## config.mk

```make
export PLATFORM = sky130hd
export DESIGN_NAME = draw_cmd_dispatcher
export DESIGN_NICKNAME = d
export VERILOG_FILES = /design/src/rtl/draw_cmd_dispatcher.sv
export SDC_FILE = /design/constraint.sdc
export NUM_CORES = 1
export LEC_CHECK = 0
export BUFFER_PORTS_ARGS = -buffer_cell sky130_fd_sc_hd__buf_2
export CAP_MARGIN = 20
export CORE_MARGIN = 3
export CORE_UTILIZATION = 35
export DETAILED_ROUTE_END_ITERATION = 12
export PLACE_DENSITY_LB_ADDON = 0.3
export SLEW_MARGIN = 20
export SYNTH_ARGS = -nofsm -noshare
export SYNTH_HDL_FRONTEND = slang
export SYNTH_SLANG_ARGS = --single-unit
```

## constraint.sdc

```tcl
create_clock -name clk -period 1.9 [get_ports clk]
set_clock_uncertainty 0.2 [all_clocks]
set_input_delay 0.57 -clock clk [delete_from_list [all_inputs] [get_ports clk]]
set_output_delay 0.57 -clock clk [all_outputs]
set_load 0.02 [all_outputs]
```

## src/rtl/draw_cmd_dispatcher.sv

```systemverilog
`default_nettype none
// ============================================================================
// Module   : draw_cmd_dispatcher
// Brief    : Assembles 3-word draw commands into line/circle engine operands.
// Revision : 1.0
// ============================================================================
module draw_cmd_dispatcher #(
    parameter int ERR_W = 8
) (
    input  logic             clk,
    input  logic             rst_,
    input  logic [31:0]      cmd_data,
    input  logic             cmd_rts,
    output logic             cmd_rtr,
    output logic [51:0]      line_op,
    output logic             line_rts,
    input  logic             line_rtr,
    output logic [41:0]      circle_op,
    output logic             circle_rts,
    input  logic             circle_rtr,
    output logic             busy,
    output logic [ERR_W-1:0] bad_cmd_cnt
);

    typedef enum logic [1:0] {
        S_HDR   = 2'd0,
        S_ARG1  = 2'd1,
        S_ARG2  = 2'd2,
        S_ISSUE = 2'd3
    } state_t;

    localparam logic [ERR_W-1:0] c_ERR_ONE = {{(ERR_W-1){1'b0}}, 1'b1};

    state_t      r_state;
    state_t      w_state_nxt;
    logic        r_is_circle;
    logic [11:0] r_color;
    logic [9:0]  r_xa;
    logic [9:0]  r_ya;
    logic [3:0]  w_opcode;
    logic        w_xfer;
    logic        w_handoff;
    logic        w_unused_bits;

    assign w_opcode      = cmd_data[31:28];
    assign w_unused_bits = ^{cmd_data[27:26], cmd_data[15:12]};

    always_ff @(posedge clk) begin
        if (rst_) begin
            r_state <= S_HDR;
        end else begin
            r_state <= w_state_nxt;
        end
    end

    always_comb begin
        w_state_nxt = r_state;
        cmd_rtr     = 1'b1;
        busy        = 1'b1;
        line_rts    = 1'b0;
        circle_rts  = 1'b0;
        w_xfer      = 1'b0;
        w_handoff   = 1'b0;
        case (r_state)
            S_HDR: begin
                busy   = 1'b0;
                w_xfer = cmd_rts;
                if (w_xfer && (w_opcode == 4'd1 || w_opcode == 4'd2)) begin
                    w_state_nxt = S_ARG1;
                end
            end
            S_ARG1: begin
                w_xfer = cmd_rts;
                if (w_xfer) begin
                    w_state_nxt = S_ARG2;
                end
            end
            S_ARG2: begin
                w_xfer = cmd_rts;
                if (w_xfer) begin
                    w_state_nxt = S_ISSUE;
                end
            end
            default: begin
                cmd_rtr    = 1'b0;
                line_rts   = !r_is_circle;
                circle_rts = r_is_circle;
                w_handoff  = r_is_circle ? circle_rtr : line_rtr;
                if (w_handoff) begin
                    w_state_nxt = S_HDR;
                end
            end
        endcase
    end

    // Operand registers load only on the ARG2 transfer, so they stay frozen
    // for the whole time the matching rts is asserted.
    always_ff @(posedge clk) begin
        if (rst_) begin
            r_is_circle <= 1'b0;
            r_color     <= 12'd0;
            r_xa        <= 10'd0;
            r_ya        <= 10'd0;
            line_op     <= 52'd0;
            circle_op   <= 42'd0;
            bad_cmd_cnt <= '0;
        end else if (w_xfer) begin
            case (r_state)
                S_HDR: begin
                    if (w_opcode == 4'd1 || w_opcode == 4'd2) begin
                        r_is_circle <= (w_opcode == 4'd2);
                        r_color     <= cmd_data[11:0];
                    end else if (w_opcode != 4'd0 && bad_cmd_cnt != '1) begin
                        bad_cmd_cnt <= bad_cmd_cnt + c_ERR_ONE;
                    end
                end
                S_ARG1: begin
                    r_xa <= cmd_data[25:16];
                    r_ya <= cmd_data[9:0];
                end
                S_ARG2: begin
                    if (r_is_circle) begin
                        circle_op <= {r_xa, r_ya, cmd_data[9:0], r_color};
                    end else begin
                        line_op <= {r_xa, r_ya, cmd_data[25:16], cmd_data[9:0], r_color};
                    end
                end
                default: begin
                end
            endcase
        end
    end

endmodule
`default_nettype wire
```

== Yosys cells after proc, flatten, opt, wreduce, memory -nomap -nowiden ==
Index checks and enable logic that the tools add are counted.

* Add/sub/neg operators: 1
* Equal/unequal tests: 8
* Muxes and demuxes: 11
* Bitwise gates (word level): 2
* Reductions and logical operators: 14

{| class="wikitable"
|+ Operators by type and width
! cell !! number
|-
| 3-bit AND reduction || 3
|-
| 8-bit by 1-bit adder with 8-bit output (second input constant) || 1
|-
| 2-bit 2-to-1 mux || 4
|-
| 8-bit inequality test (second input constant) || 1
|-
| 4-bit AND reduction || 2
|-
| 4-bit nonzero test || 2
|-
| 1-bit 2-to-1 mux || 6
|-
| 2-bit inequality test (second input constant) || 3
|-
| 2-bit case mux with 3 select lines || 1
|-
| 4-bit by 1-bit equality test with 1-bit output (second input constant) || 1
|-
| 4-bit by 2-bit equality test with 1-bit output (second input constant) || 1
|-
| 3-bit OR reduction || 1
|-
| 2-bit by 1-bit equality test with 1-bit output (second input constant) || 1
|-
| 2-bit equality test (second input constant) || 1
|-
| 1-bit logical AND || 2
|-
| 2-bit zero test || 1
|-
| 1-bit inverter || 2
|-
| 2-bit AND reduction || 1
|-
| 1-bit zero test || 1
|-
| 1-bit logical OR || 1
|}

* Register bits: 137
* Input port bits: 37
* Logic and storage cells: 44

== Logic depth before layout (Yosys ltp) ==
Gate-level depths: netlist of the first run.

* Word-level depth: 5
* Mapped depth: 8
* Gate-level depth less buffers: 6

== Worst setup path before layout of the first run ==
OpenSTA, ideal clock, no wires.

* Path type: register to register
* Start: reg r_state[0]
* End: reg r_color[1]
* Setup time: 0.128 ns
* Arrival time: 1.539 ns
* Data required time: 1.572 ns
* Setup slack: 0.033 ns
* Stages on the path, launching flop included: 8
* Path buffers: 1
* Path through: dfxtp_1 > inv_1 > ha_1 > and3b_1 > nand3_1 > buf_2 > mux2i_1 > nor2_1

* Word-level cells in the longest chain between the ends: 4
* Elaborated cells on any way between the ends: 6

{| class="wikitable"
|+ Ends and longest elaborated chain
! element !! line !! source
|-
| start: declaration || 34 || <nowiki>state_t r_state;</nowiki>
|-
| start signal: assignment || 52 || <nowiki>r_state <= w_state_nxt;</nowiki>
|-
| 2-bit equality test (tied with other cells) || 64 || <nowiki>case (r_state)</nowiki>
|-
| 3-bit OR reduction (no line) || -- ||
|-
| 1-bit 2-to-1 mux || 64 ||
|-
| 3-bit AND reduction (no line) (*) || -- ||
|-
| end signal: assignment || 112 || <nowiki>r_color <= cmd_data[11:0];</nowiki>
|-
| end: declaration || 37 || <nowiki>logic [11:0] r_color;</nowiki>
|}

Mark *: on every way between the ends. The rest lies on a longest branch, timed or not.
A chain may end at the register's enable or synchronous reset.

== Final worst setup path of the first run ==
* Start: reg r_state[1]
* End: out line_rts

* Word-level cells in the longest chain between the ends: 3
* Elaborated cells on any way between the ends: 5

{| class="wikitable"
|+ Ends and longest elaborated chain
! element !! line !! source
|-
| 2-bit equality test (tied with other cells) || 64 ||
|-
| 3-bit OR reduction (no line) (*) || -- ||
|-
| 1-bit 2-to-1 mux (*) || 64 ||
|-
| end: declaration || 16 || <nowiki>output logic line_rts,</nowiki>
|}

Marked as above.

==> results of run 1 <==
## cell families after synthesis
kind of cell / Yosys count / share of synthesized area [%]
buffers and inverters: 49 / 3.88
AND/OR/NAND/NOR: 273 / 21.8
multiplexers: 14 / 2.84
flip-flops: 137 / 55.2
XOR/XNOR: 2 / 0.353
AO/OA/AOI/OAI: 137 / 14.4
adder cells (fa/ha/maj): 6 / 1.51
## sequential cells by signal, indices dropped and copies added (netlist names)
name         flops
r_ya            10
bad_cmd_cnt      8
r_xa            10
line_op         52
r_color         12
r_state          2
r_is_circle      1
circle_op       42
## power groups by stage
stage | clock [uW] | combinational (uW) | sequential, uW
2_1_floorplan | 0 | 382 | 3120
3_3_place_gp | 0 | 719 | 3090
3_5_place_dp | 0 | 748 | 3090
4_1_cts | 3310 | 824 | 3040
5_1_grt | 3440 | 1030 | 3050
6_report | 3270 | 954 | 3050
## layer usage
metal,routed length (um),GRT usage (%),vias up
li1,-,-,2378
met4,284,6.44,0
met2,8120,32.7,169
met5,0,0,-
met1,7040,21.0,2366
met3,1110,5.71,25
## how the worst min path moves through the flow
stage                          to  slack (ns)           from
finish                r_color[10]        0.20   cmd_data[10]
global route          r_color[10]        0.18   cmd_data[10]
CTS                   r_color[10]        0.18   cmd_data[10]
detailed placement  circle_op[36]        0.24  circle_op[36]
global placement      line_op[14]        0.24    line_op[14]
floorplan            circle_op[0]        0.24     r_color[0]
## tightest hold or removal path, delay by kind of cell
| kind | cells | cell delay (ns) |
|---|---|---|
| buffers and inverters | 1 | 0.08 |
| multiplexers | 1 | 0.05 |
| AND/OR/NAND/NOR | 1 | 0.07 |
## timing repair
item	4_1_cts	5_1_grt
cloned	0	16
endpoints found under the setup margin	29	107
buffers inserted	1	7
pin swaps	2	22
endpoints found under the hold margin	0	0
hold buffers	0	0
gates resized for setup	29	59
## per-stage QoR
step | setup slack [ns] | hold WS (ns) | area [um2]
finish | -0.154 | 0.196 | 7400
CTS | -0.155 | 0.183 | 6770
detailed placement | -0.148 | 0.245 | 6080
global placement | -0.108 | 0.241 | 6080
floorplan | 0.0330 | 0.245 | 4970
global route | -0.187 | 0.184 | 7400
## cell usage after synthesis
library cell	number	area, um2
nand2_1	231	867
o21ai_0	6	30.0
o41ai_1	1	8.76
and2_1	1	6.26
nand4_2	1	12.5
o211ai_2	1	12.5
mux2i_1	13	130
or3_1	4	25.0
xor2_1	2	17.5
o31ai_1	3	22.5
buf_6	1	11.3
a211o_1	1	8.76
nand2b_1	1	6.26
a21oi_1	122	611
or4_1	3	22.5
inv_1	8	30.0
nand3b_1	1	7.51
nand3_1	6	30.0
clkbuf_1	39	146
nor2_1	21	78.8
or2_0	1	6.26
ha_1	6	75.1
or2_2	1	6.26
mux2_2	1	11.3
nor4_1	1	6.26
buf_2	1	5.00
a32oi_1	1	8.76
and3b_1	1	8.76
a21o_1	1	7.51
dfxtp_1	137	2740
o21bai_1	1	7.51
## layout make-up
| cell class | instances | area, um2 |
|---|---|---|
| Clock inverter | 8 | 92.6 |
| Timing Repair Buffer | 189 | 1520 |
| Inverter | 8 | 37.5 |
| Sequential cell | 137 | 2750 |
| Multi-Input combinational cell | 433 | 2280 |
| Fill cell | 1243 | 6160 |
| Clock buffer | 23 | 498 |
| Tap cell | 176 | 220 |
==> results.tsv, run 1 <==
metric	value	unit
clock_latency	0.42	ns
pwr-share-seq	41.9	%
overflow	0	
hpwl	9880	um
coreArea	0.0136	mm2
crit_start	r_state[1]	
rsz0062_at_grt	yes	
crit_path_frequent_cell	buf_6	
fin_nets	829	
slew_headroom	65.6	%
dp.cells	919	
viasPerCell	5.07	
drive_above_1_share	34.8	%
syn_to_final_growth	48.9	%
cts_buffers	17	
clk_pin_slew	0.06	ns
crit_chain	ha_4 > buf_6 > inv_6 > nor2_4 > buf_6	
grt_usage	18.5	%
critPathSlowestCell	dfxtp_4	
p_comb_share	13.1	%
whs_path_depth	3	
gp_congestion	0.827	
hold_violations	0	
ir_worst_vdd	0.000636	V
cp_num_cells	5	
switchingPower	1810	uW
rr_worst_depth	9	
worst_pin_slew	0.516	ns
switching_share	24.8	%
start_kind	flop	
p_int	5470	uW
crit_buf_inv	3	
clock_power_share	45.0	%
routedWlPerCell	17.0	um
cts_sinks	137	
io_buffers	136	
die_y	125	um
instances_no_fill	974	
worst_slack	-0.154	ns
syn_area_per_cell	8.04	um2
initial_utilization	36.7	%
synth.distinct_cells	31	
power_density	982	mW/mm2
synthCells	618	
crit_end	line_rts	
tns	-2.82	ns
total_power	7270	uW
hold_path.class	input port to flop	
yosys_warnings	0	
post-route-util	54.6	%
ant_nets	0	
io_pins	143	
r2r-end	line_op[29]	
critPathRequiredTime	1.13	ns
drcViolationCount	0	
setup_viol	71	
endpoint_kind	output pin	
synth_nets	661	
dr_total_vias	4938	
cts-root-buf	clkbuf_16	
period_share	108	%
violations	negative setup slack	
cpLargestDelayFamily	flip-flops	
grt_pass1_wl	23300	um
fin_crit	2.05	ns
reg2reg_slack	-0.08	ns
fmax	487	MHz
path_class	flop to output pin	
cp.arrival	1.28	ns
clk_path_buf_depth	2	
rows	42	
routed_wl	16600	um
n_antenna_cell	0	
synth.cell_area	0.00497	mm2
worstReg2RegStart	r_state[1]	
fp.dieW	125	um
htree_levels	4	
layout_commonest_cell	nand2_1	
slowest_delay	0.36	ns
mostFrequentLayoutCells	230 x nand2_1, 133 x dfxtp_1, 130 x buf_2	
grt_max_degree	40	
grt_pass1_vias	4671	
crit_path_max_fanout	3	
die_area	0.0157	mm2
dr.pass1.iters	5	
drv_cap	0	
tritoncts	yes	
antenna_found_initial	0	
p_leak	0.00309	uW
synth-seq-cells	137	
finalMaxSlewViolations	0	
ys_seq_area_share	55.2	%
status	finished with violations	
drt_iter0_markers	397	
(Power assumes the default switching activity.)
==> run 2: changes to the inputs <==
--- a/config.mk
+++ b/config.mk
@@ -10,6 +10,7 @@
 export CORE_MARGIN = 3
 export CORE_UTILIZATION = 35
 export DETAILED_ROUTE_END_ITERATION = 12
+export GPL_TIMING_DRIVEN = 0
 export PLACE_DENSITY_LB_ADDON = 0.3
 export SLEW_MARGIN = 20
 export SYNTH_ARGS = -nofsm -noshare
==> run 2 against run 1 <==
Power rose by 2.6%. Sequential cell count did not move. Global-route usage barely moved. First-iteration DRC count fell by 13%. The flow still finishes with violations (negative setup slack). Non-clock buffer count fell by 6. Maximum frequency rose by 3.4%. Largest cell class unchanged. Combinational power fell by 22%. Sequential share of layout area rose by 2.8 points. Design area fell by 6.8%. Final cell count fell by 0.62%. Highest routed layer is now met5. Largest power group unchanged. Core utilization fell by 3.7 points.
==> results.tsv, run 2 (synthesized netlist as in run 1, its figures left out) <==
metric	value	unit
power_density	1080	mW/mm2
hold_path_startpoint	cmd_data[11]	
coreArea	0.0136	mm2
tritoncts	yes	
antenna_found_initial	1	
hold_path.class	input port to flop	
dp.cells	929	
viasPerCell	4.85	
worstReg2RegStart	r_state[1]	
start_kind	flop	
period_share	105	%
rsz0062_at_grt	yes	
clk_path_buf_depth	2	
crit_path_max_fanout	4	
dr_total_vias	4696	
violations	negative setup slack	
largest_reg_flops	52	
worst_pin_slew	0.678	ns
routed_wl	14800	um
whs_path_depth	3	
instances_no_fill	968	
drcViolationCount	0	
syn_to_final_growth	38.8	%
die_area	0.0157	mm2
reg2reg_slack	0.01	ns
critPathRequiredTime	1.13	ns
die_y	125	um
ir_worst_vdd	0.000650	V
mostFrequentLayoutCells	231 x nand2_1, 133 x dfxtp_1, 132 x buf_2	
worst_slack	-0.0861	ns
crit_start	r_state[1]	
clk_pin_slew	0.06	ns
slew_headroom	54.8	%
htree_levels	4	
cp.arrival	1.22	ns
grt_max_degree	17	
gp_congestion	0.766	
place_area	0.00587	mm2
holdPathEnd	r_color[11]	
endpoint_kind	output pin	
path_class	flop to output pin	
io_pins	143	
rr_worst_depth	7	
cts-root-buf	clkbuf_16	
status	finished with violations	
grt_pass1_wl	22900	um
n_antenna_cell	0	
drv_cap	0	
drt_iter0_markers	344	
cts_buffers	17	
finalMaxSlewViolations	0	
r2r-end	bad_cmd_cnt[4]	
grt_usage	18.5	%
routedWlPerCell	15.2	um
ant_nets	0	
clock_latency	0.42	ns
io_buffers	135	
fmax	503	MHz
hold_violations	0	
hpwl	10600	um
dr.pass1.iters	4	
grt_pass1_vias	4354	
top_regs	line_op: 52 flops, circle_op: 42 flops, r_color: 12 flops	
layout_commonest_cell	nand2_1	
final_area	0.00690	mm2
drive_above_1_share	28.7	%
overflow	0	
fin_nets	822	
postCtsHoldBufs	0	
p_leak	0.00288	uW
setup_viol	4	
fp.dieW	125	um
rows	42	
fin_crit	1.99	ns
top_register	line_op	
initial_utilization	36.7	%
cts_sinks	137	
## run 2: cell count changes in the layout (fill, tap and decap cells not counted), sizes merged
| cell | before | now |
|---|---|---|
| clkinvlp | 1 | 4 |
| clkinv | 5 | 3 |
| bufinv | 2 | 5 |
| clkbuf | 34 | 43 |
| inv | 8 | 10 |
| o211ai | 2 | 1 |
| buf | 178 | 158 |
## run 2: power breakdown
group	leakage, uW	switching [uW]	internal (uW)
Sequential	0.00111	91.4	2970
Combinational	0.00146	462	282
Clock	0.000313	1290	2370
Total	0.00288	1840	5620
## run 2: metrics by stage
stage / hold slack, ns / setup slack, ns / TNS (ns) / total power [uW] / utilization (%)
3_5_place_dp: 0.244 / -0.500 / -41.12 / 3740 / 43.3
5_1_grt: 0.186 / -0.132 / -2.18 / 7740 / 50.9
6_report: 0.194 / -0.0861 / -0.325 / 7460 / 50.9
3_3_place_gp: 0.239 / -0.462 / -39.17 / 3730 / 43.3
4_1_cts: 0.179 / -0.0932 / -1.35 / 7480 / 49.8
2_1_floorplan: 0.245 / 0.0330 / 0 / 3500 / -
## run 2: worst max-delay path by stage
stage,to,slack [ns],depth (start not counted)
2_1_floorplan,r_color[1],0.03,7
3_3_place_gp,circle_op[36],-0.46,6
3_5_place_dp,circle_op[35],-0.50,6
4_1_cts,line_rts,-0.09,4
5_1_grt,circle_rts,-0.13,4
6_report,busy,-0.09,4
## run 2: cell type report
cell class,instances,area (um2)
fillers,1360,6660
flip-flops and latches,137,2760
multi-input cells,432,2150
repair buffers,144,774
clock buffers,18,439
plain buffers,39,302
well taps,176,220
clock inverters,14,218
inverters,8,38.8
## run 2: critical path, cell delays in order, from the launching register on
cell and delay [ns]:
dfxtp_4 0.39, inv_2 0.07, ha_4 0.16, inv_2 0.06, buf_6 0.12
## run 2: timing repair
item,4_1_cts,5_1_grt
endpoints found under the setup margin,109,111
setup buffers,7,2
resized for setup,68,47
pin swaps,5,4
## run 2: layer usage
metal / GRT usage (%) / part of all wire (%) / vias to the layer above
li1: - / - / 2347
met1: 24.1 / 45 / 2201
met2: 29.2 / 47 / 127
met3: 5.50 / 6.3 / 19
met4: 6.70 / 1.5 / 2
met5: 0 / 0.054 / -
==> run 3: changes to the inputs <==
--- a/config.mk
+++ b/config.mk
@@ -8,7 +8,7 @@
 export BUFFER_PORTS_ARGS = -buffer_cell sky130_fd_sc_hd__buf_2
 export CAP_MARGIN = 20
 export CORE_MARGIN = 3
-export CORE_UTILIZATION = 35
+export CORE_UTILIZATION = 45
 export DETAILED_ROUTE_END_ITERATION = 12
 export GPL_TIMING_DRIVEN = 0
 export PLACE_DENSITY_LB_ADDON = 0.3
==> run 3 against run 2 <==
Critical endpoint is now circle_rts. Sequential cell count unchanged. Hold slack worse by 0.097 ns. Sequential share of layout area is 3.9 points lower. Final cell count down 2.6%. Setup slack worse by 0.11 ns. Via count grew 9.8%. Die area shrank 21%. Routed wire length rose by 17%. Largest cell class unchanged. Design area increased by 11%. The run still ends with negative setup slack left. Global-route usage up 5.2 points. Non-clock buffer count grew 15. Critical path depth did not move.
==> results.tsv, run 3 (synthesized netlist as in run 1, its figures left out) <==
metric	value	unit
tritoncts	yes	
drv_cap	0	
largest_reg_flops	52	
syn_to_final_growth	54.2	%
initial_utilization	47.3	%
clk_path_buf_depth	2	
cts_sinks	137	
crit_chain	ha_4 > inv_4 > nor2_1 > buf_4	
switchingPower	1950	uW
mostFrequentLayoutCells	180 x nand2_1, 126 x dfxtp_1, 126 x buf_2	
period_share	111	%
ant_nets	0	
p_leak	0.00342	uW
total_power	7370	uW
p_int	5420	uW
grt_usage	23.7	%
fill_cells	724	
dr.pass1.iters	5	
ir_worst_vdd	0.000638	V
hold_path_startpoint	cmd_data[16]	
clk_pin_slew	0.06	ns
worstReg2RegStart	r_state[0]	
dr_total_vias	5158	
power_density	962	mW/mm2
dpl_worst_slack	-0.419	ns
rr_worst_depth	9	
crit_buf_inv	2	
reg2reg_slack	-0.16	ns
rsz0062_at_grt	yes	
critPathRequiredTime	1.13	ns
holdPathEnd	line_op[22]	
start_kind	flop	
layout_commonest_cell	nand2_1	
hold_path.class	input port to flop	
fin_crit	2.10	ns
hold_violations	0	
drcViolationCount	0	
finalMaxSlewViolations	0	
drive_above_1_share	45.4	%
pwr-share-seq	41.7	%
tns	-8.97	ns
critPathSlowestCell	dfxtp_4	
worst_pin_slew	0.876	ns
cpLargestDelayFamily	flip-flops	
drt_iter0_markers	279	
coreArea	0.0105	mm2
antenna_found_initial	0	
top_register	line_op	
slew_headroom	41.6	%
io_buffers	135	
fp.dieW	111	um
whs_path_depth	3	
p_comb_share	12.5	%
fmax	476	MHz
cp.arrival	1.33	ns
routed_wl	17300	um
r2r-end	line_op[6]	
clock_latency	0.53	ns
io_pins	143	
n_antenna_cell	0	
top_regs	line_op: 52 flops, circle_op: 42 flops, r_color: 12 flops	
worst_hold_slack	0.0965	ns
rows	37	
path_class	flop to output pin	
viasPerCell	5.47	
switching_share	26.5	%
die_area	0.0123	mm2
endpoint_kind	output pin	
violations	negative setup slack	
fin_nets	837	
die_y	111	um
worst_slack	-0.200	ns
grt_pass1_wl	23400	um
clock_power_share	45.8	%
hpwl	10400	um
grt_pass1_vias	4789	
grt_max_degree	17	
status	finished with violations	
final-seq-area	0.00276	mm2
routedWlPerCell	18.3	um
cts_buffers	17	
cts-root-buf	clkbuf_8	
postCtsHoldBufs	0	
overflow	0	
post-route-util	72.9	%
htree_levels	4	
gp_congestion	0.856	
crit_path_max_fanout	3	
multi_input_area	0.00271	mm2
setup_viol	93	
slowest_delay	0.38	ns
==> run 3: power by group through the flow <==
stage,logic (uW),registers [uW],clock network [uW]
final,921,3070,3380
after global routing,989,3080,3530
after CTS,707,3050,3380
after detailed placement,621,3100,0
after global placement,599,3100,0
after floorplan,382,3120,0
==> run 3: what timing repair did <==
item,in CTS,in global routing
setup buffers,4,12
endpoints found under the setup margin,113,123
gates cloned,0,8
hold endpoints to repair,0,0
resized for setup,47,277
pin swaps,6,57
==> run 3: stage by stage <==
stage / instance area (um2) / instances
final: 7660 / 943
after global routing: 7660 / 943
after CTS: 6550 / 923
after detailed placement: 5820 / 889
after global placement: 5820 / 889
after floorplan: 4970 / 618
==> run 3: worst reg2reg max path, stage by stage, from the launching register on <==
cell and delay [ns]:
dfxtp_4 0.36, ha_4 0.18, buf_4 0.13, nand3b_1 0.19
buf_6 0.16, nor2_4 0.23, buf_6 0.18, clkbuf_16 0.16
nand2_1 0.06, a21oi_1 0.13
==> run 3: worst max-delay path by stage <==
stage,start,endpoint,slack (ns),cells past startpoint
2_1_floorplan,r_state[0],r_color[1],0.03,7
3_3_place_gp,cmd_rts,line_op[35],-0.39,6
3_5_place_dp,r_state[0],circle_op[1],-0.42,8
4_1_cts,r_state[0],circle_rts,-0.18,4
5_1_grt,r_state[1],circle_rts,-0.23,4
6_report,r_state[0],circle_rts,-0.20,4
==> run 3: final cells by class <==
class / count / share of cell area [%]
clock buffer: 19 / 5.77
inverter: 8 / 0.425
buffer: 39 / 4.31
sequential: 137 / 36.1
tap: 136 / 2.22
multi-input combinational: 432 / 35.4
timing repair buffer: 159 / 13.7
clock inverter: 13 / 2.19
==> run 3: metal layers <==
layer,vias to the layer above,routed length (um),GRT usage (%)
met5,-,0,0
met4,0,626,9.81
met3,68,1210,8.41
met2,241,8680,40.5
met1,2472,6750,27.0
li1,2377,-,-
